[config.mk]
export PLATFORM = sky130hd
export DESIGN_NAME = hazard_flush_ctrl
export DESIGN_NICKNAME = d
export VERILOG_FILES = /design/src/rtl/hazard_flush_ctrl.sv
export SDC_FILE = /design/constraint.sdc
export NUM_CORES = 1
export LEC_CHECK = 0
export CAP_MARGIN = 10
export CORE_MARGIN = 1.5
export CORE_UTILIZATION = 53
export CTS_CLUSTER_SIZE = 25
export DETAILED_ROUTE_END_ITERATION = 7
export GPL_TIMING_DRIVEN = 0
export HOLD_SLACK_MARGIN = 0.12
export PLACE_DENSITY = 0.93
export SYNTH_ARGS = -nofsm -noshare
export SYNTH_HDL_FRONTEND = slang
export SYNTH_SLANG_ARGS = --single-unit
export TNS_END_PERCENT = 50
[constraint.sdc]
create_clock -name clk -period 3.6 [get_ports clk]
set_input_delay 0.54 -clock clk [delete_from_list [all_inputs] [get_ports clk]]
set_output_delay 0.54 -clock clk [all_outputs]
set_load 0.005 [all_outputs]
[src/rtl/hazard_flush_ctrl.sv]
// Central pipeline sequencer for the 5-stage core: load-use interlock, branch flush,
// data-memory wait freeze, and ecall drain/halt, driving all pipeline stall/flush controls.
module hazard_flush_ctrl #(
  parameter int unsigned DRAIN_CYCLES = 2,
  parameter int unsigned MEM_TIMEOUT  = 64,
  parameter int unsigned CNT_W        = 16
) (
  input  logic             clk,
  input  logic             rst,
  input  logic [4:0]       id_rs1_index,
  input  logic [4:0]       id_rs2_index,
  input  logic             id_rs2_used,
  input  logic [4:0]       ex_rd_index,
  input  logic             ex_wb_en,
  input  logic             ex_wb_sel,
  input  logic             ex_branch_taken,
  input  logic             mem_ecall_sig,
  input  logic             mem_dm_req,
  input  logic             mem_dm_ready,
  output logic             pc_stall,
  output logic             fd_stall,
  output logic             fd_flush,
  output logic             de_stall,
  output logic             de_flush,
  output logic             em_stall,
  output logic             em_flush,
  output logic             mw_flush,
  output logic             halt,
  output logic             mem_err,
  output logic [CNT_W-1:0] stall_cnt
);

  typedef enum logic [1:0] {
    ST_RUN,
    ST_MEM_WAIT,
    ST_DRAIN,
    ST_HALT
  } state_e;

  localparam logic [3:0]       DRAIN_LAST = 4'(DRAIN_CYCLES - 1);
  localparam logic [7:0]       WAIT_LIMIT = 8'(MEM_TIMEOUT);
  localparam logic [CNT_W-1:0] CNT_ONE    = CNT_W'(1);

  state_e           state_q, state_d;
  logic [7:0]       wait_cnt_q, wait_cnt_d;
  logic [3:0]       drain_cnt_q, drain_cnt_d;
  logic [CNT_W-1:0] stall_cnt_q, stall_cnt_d;
  logic             halt_q, halt_d;
  logic             mem_err_q, mem_err_d;

  logic load_use;
  logic dm_wait;
  logic pc_stall_c, fd_stall_c, fd_flush_c, de_stall_c;
  logic de_flush_c, em_stall_c, em_flush_c, mw_flush_c;

  always_comb begin
    load_use = ex_wb_en && ex_wb_sel && (ex_rd_index != 5'd0) &&
               ((ex_rd_index == id_rs1_index) ||
                (id_rs2_used && (ex_rd_index == id_rs2_index)));
    dm_wait  = mem_dm_req && !mem_dm_ready;
  end

  always_comb begin
    state_d     = state_q;
    wait_cnt_d  = wait_cnt_q;
    drain_cnt_d = drain_cnt_q;
    halt_d      = halt_q;
    mem_err_d   = mem_err_q;
    pc_stall_c  = 1'b0;
    fd_stall_c  = 1'b0;
    fd_flush_c  = 1'b0;
    de_stall_c  = 1'b0;
    de_flush_c  = 1'b0;
    em_stall_c  = 1'b0;
    em_flush_c  = 1'b0;
    mw_flush_c  = 1'b0;

    unique case (state_q)
      ST_RUN: begin
        if (mem_ecall_sig) begin
          pc_stall_c  = 1'b1;
          fd_flush_c  = 1'b1;
          de_flush_c  = 1'b1;
          em_flush_c  = 1'b1;
          state_d     = ST_DRAIN;
          drain_cnt_d = '0;
        end else if (dm_wait) begin
          pc_stall_c = 1'b1;
          fd_stall_c = 1'b1;
          de_stall_c = 1'b1;
          em_stall_c = 1'b1;
          mw_flush_c = 1'b1;
          state_d    = ST_MEM_WAIT;
          wait_cnt_d = 8'd1;
        end else if (ex_branch_taken) begin
          // PC loads the branch target, so no PC stall; this also overrides load-use.
          fd_flush_c = 1'b1;
          de_flush_c = 1'b1;
        end else if (load_use) begin
          pc_stall_c = 1'b1;
          fd_stall_c = 1'b1;
          de_flush_c = 1'b1;
        end
      end

      ST_MEM_WAIT: begin
        // Branch/load-use are ignored here; the frozen pipe re-presents them in RUN.
        if (mem_dm_ready) begin
          state_d = ST_RUN;
        end else begin
          pc_stall_c = 1'b1;
          fd_stall_c = 1'b1;
          de_stall_c = 1'b1;
          em_stall_c = 1'b1;
          mw_flush_c = 1'b1;
          if (wait_cnt_q == WAIT_LIMIT) begin
            state_d   = ST_HALT;
            halt_d    = 1'b1;
            mem_err_d = 1'b1;
          end else begin
            wait_cnt_d = wait_cnt_q + 8'd1;
          end
        end
      end

      ST_DRAIN: begin
        pc_stall_c = 1'b1;
        fd_flush_c = 1'b1;
        de_flush_c = 1'b1;
        em_flush_c = 1'b1;
        if (drain_cnt_q == DRAIN_LAST) begin
          state_d = ST_HALT;
          halt_d  = 1'b1;
        end else begin
          drain_cnt_d = drain_cnt_q + 4'd1;
        end
      end

      ST_HALT: begin
        pc_stall_c = 1'b1;
        fd_flush_c = 1'b1;
        de_flush_c = 1'b1;
        em_flush_c = 1'b1;
        mw_flush_c = 1'b1;
      end

      default: begin
        state_d = ST_RUN;
      end
    endcase
  end

  always_comb begin
    pc_stall = rst && pc_stall_c;
    fd_stall = rst && fd_stall_c;
    fd_flush = rst && fd_flush_c;
    de_stall = rst && de_stall_c;
    de_flush = rst && de_flush_c;
    em_stall = rst && em_stall_c;
    em_flush = rst && em_flush_c;
    mw_flush = rst && mw_flush_c;
  end

  always_comb begin
    stall_cnt_d = stall_cnt_q;
    if (pc_stall && (stall_cnt_q != '1)) begin
      stall_cnt_d = stall_cnt_q + CNT_ONE;
    end
  end

  always_ff @(posedge clk) begin
    if (!rst) begin
      state_q     <= ST_RUN;
      wait_cnt_q  <= '0;
      drain_cnt_q <= '0;
      stall_cnt_q <= '0;
      halt_q      <= 1'b0;
      mem_err_q   <= 1'b0;
    end else begin
      state_q     <= state_d;
      wait_cnt_q  <= wait_cnt_d;
      drain_cnt_q <= drain_cnt_d;
      stall_cnt_q <= stall_cnt_d;
      halt_q      <= halt_d;
      mem_err_q   <= mem_err_d;
    end
  end

  always_comb begin
    halt      = halt_q;
    mem_err   = mem_err_q;
    stall_cnt = stall_cnt_q;
  end

endmodule

==> results.toml <==
[outcome]
status = "finished clean"

[yosys]
ys_seq_area_frac = 0.327
synthArstFlopShare = 0
synth_seq_cells = 32
synth-edff-count = 0
synth.distinct_cells = 44
synth_cells = 243
syn_avg_cell_area_um2 = 8.06
syn-cell-area_um2 = 1960
yosysWarningCount = 0
synth_nets = 277
synth_ff_type = "dfxtp_1"

[timing]
fin_skew_ps = 5.71
relSlewSlack = 0.199
finalSetupViolations = 0
slew_viol_final = 0
hold_viol_final = 0
final.period_utilization = 0.948
finalSetupTns_ps = 0
worst_slack_ps = 189
rsz0062_at_grt = "false"
whs_ps = 478
post-route-min-period_ps = 3410
worstMarginPinSlew_ps = 1190
fmax_mhz = 293

[final_layout]
antenna_cells = 0
final_nets = 333
drive_gt1_frac = 0.0535
fill_cells = 255
final_util = 0.756
area_growth_pct = 32.9

[clock_network]
htree_levels = 2
cts_resized = 0
holdBufCountCts = 0
root_buffer = "clkbuf_8"
clockBufferDepth = 2
clock_sinks = 32
clkTransAtPathRegs_ps = 60
clk_latency_ps = 280
cts_buffers = 5
cts_tree = "yes"

[critical_path]
max_stage_delay_ps = 540
cp_cell_sequence = "clkdlybuf4s50_1 -> or4_1 -> o211ai_1 -> buf_4 -> o31a_1 -> buf_6 -> nor2_1 -> clkdlybuf4s50_1"
cp.required_ps = 3060
worst_r2r_endpoint = "stall_cnt[10]$_SDFFE_PN0P_"
path_class = "in -> out"
crit_fanout = 19
reg2reg_depth = 10
path_common_cell = "clkdlybuf4s50_1"
arrival_ps = 2870
critPathSlowestCell = "or4_1"
start_kind = "input port"
critPathCaptureType = "output port"
reg2reg_from = "state_q[1]$_SDFFE_PN0P_"
rrSetupSlack_ps = 640

[min_path]
min_delay_path_depth = 2
holdPathEnd = "halt$_SDFFE_PN0P_"
min_from = "halt$_SDFFE_PN0P_"
min_path_type = "reg -> reg"

[route]
drt-vias-per-instance = 5.83
routed_wl_mm = 5.10
antenna_left = 0
drt_pass1_iterations = 4
vias = 2012
post_drt_wl_per_cell_um = 14.8
drc = 0
drt_iter0_drc = 175

[die]
core_um2 = 3440
io_pins = 50
die_width_um = 63.8
design.die.area_um2 = 4070
fp-row-count = 21
die_y_um = 63.8
start_util = 0.569

[power]
power_density_nw_per_um2 = 449
power.leakage_nw = 0.999
p_total_mw = 1.17
peakVddDrop_mv = 0.339

[placed_design]
post-place-ws_ps = -27.8
dpl.hpwl_mm = 3.73
gp_congestion = 0.927
io_buffers = 48

[global_route]
grt_max_degree = 11
grt_pass1_vias = 1891
grt_use_total = 0.255
grt_pass1_wl_mm = 8.19
grt_overflow = 0
antenna_found_initial = 0

[job]
maxCapViolCount = 0
layout by cell type (no fill, tap or decap), types with 2 or more instances in the layout:
| cell | n |
|---|---|
| o31ai_1 | 6 |
| o41ai_1 | 3 |
| and3_1 | 6 |
| o31a_1 | 2 |
| xor2_1 | 17 |
| nand2b_1 | 5 |
| dfxtp_1 | 32 |
| mux2i_1 | 9 |
| a31oi_1 | 2 |
| o21ai_0 | 4 |
| nand4_1 | 10 |
| nor4_1 | 2 |
| a21o_1 | 3 |
| ha_1 | 10 |
| or4_1 | 6 |
| inv_1 | 9 |
| nor2_1 | 34 |
| clkdlybuf4s50_1 | 48 |
| clkbuf_8 | 7 |
| a31o_2 | 2 |
| nand2_1 | 17 |
| nor2b_1 | 3 |
| a21oi_1 | 13 |
| buf_4 | 3 |
| clkbuf_1 | 7 |
| nand3_1 | 8 |
| nor3_1 | 12 |
how the worst max path moves through the flow:
stage          slack (ps)           start  cells past startpoint       end
6_report              190  ex_rd_index[1]                      8  pc_stall
5_1_grt                80  ex_rd_index[1]                      8  pc_stall
2_1_floorplan        1160  ex_rd_index[1]                      6  pc_stall
3_3_place_gp            1  ex_rd_index[1]                      8  pc_stall
3_5_place_dp          -30  ex_rd_index[1]                      8  pc_stall
4_1_cts                30  ex_rd_index[1]                      9  pc_stall
report_power, final:
group / switching [mW] / leakage (nW) / internal (mW)
sequential: 0.0293 / 0.259 / 0.380
combinational: 0.258 / 0.690 / 0.203
clock: 0.128 / 0.0503 / 0.170
total: 0.416 / 0.999 / 0.752
flip-flops by register name, summed over array words and instances, names as in the netlist:
name	cells
drain_cnt_q	4
stall_cnt	16
state_q	2
wait_cnt_q	8
halt	1
mem_err	1
cell usage after synthesis, types with 2 or more instances:
cell type	count	area [um2]
clkbuf_1	7	26.3
inv_1	9	33.8
o41ai_1	3	26.3
nand2_1	17	63.8
nand4_1	10	62.6
nor2b_1	3	18.8
ha_1	10	125
nand2b_1	5	31.3
buf_2	2	10.0
nor4_1	2	12.5
a21oi_1	13	65.1
and3_1	6	37.5
o21ai_0	4	20.0
nor2_1	34	128
a21o_1	3	22.5
a31oi_1	2	12.5
o31ai_1	6	45.0
nand3_1	8	40.0
o31a_1	2	17.5
or4_1	6	45.0
nor3_1	12	60.1
xor2_1	17	149
mux2i_1	9	90.1
a31o_2	2	17.5
dfxtp_1	32	641
cell type report:
class	instances	area, um2	share of cell area
Multi-Input combinational cell	189	1220	0.469
Sequential cell	32	641	0.246
Timing Repair Buffer	50	495	0.190
Clock buffer	7	96.3	0.0370
Tap cell	46	57.6	0.0221
Buffer	11	53.8	0.0207
Inverter	10	37.5	0.0144
critical path: cells and delay by family:
kind	cells	cell delay, ps
simple gates	2	610
compound gates	2	420
buf+inv	4	1310
per-stage QoR:
stage / cells / cell area, um2
after floorplan: 243 / 1960
after global placement: 337 / 2500
after detailed placement: 337 / 2500
after CTS: 345 / 2600
after global routing: 345 / 2600
final: 345 / 2600
what timing repair did:
| action | in CTS | in global routing |
|---|---|---|
| buffers inserted | 1 | 1 |
| setup endpoints to repair | 1 | 1 |
| pin swaps | 1 | 1 |
cells by family (layout without fill, tap and decap cells):
family / Yosys count / in the layout / synth area share
xor+xnor: 18 / 18 / 0.0805
compound gates: 43 / 43 / 0.153
fa+ha+maj: 10 / 10 / 0.0639
mux: 9 / 9 / 0.0460
buf+inv: 22 / 78 / 0.0492
simple gates: 109 / 109 / 0.280
flops: 32 / 32 / 0.327
routing by layer:
metal,track usage,up-vias,wire length (um)
met5,0,-,0
met4,0.117,0,100
met3,0.0563,12,278
met2,0.443,78,2550
met1,0.298,938,2170
li1,-,984,-
No activity file was read; power rests on OpenSTA's default activity.
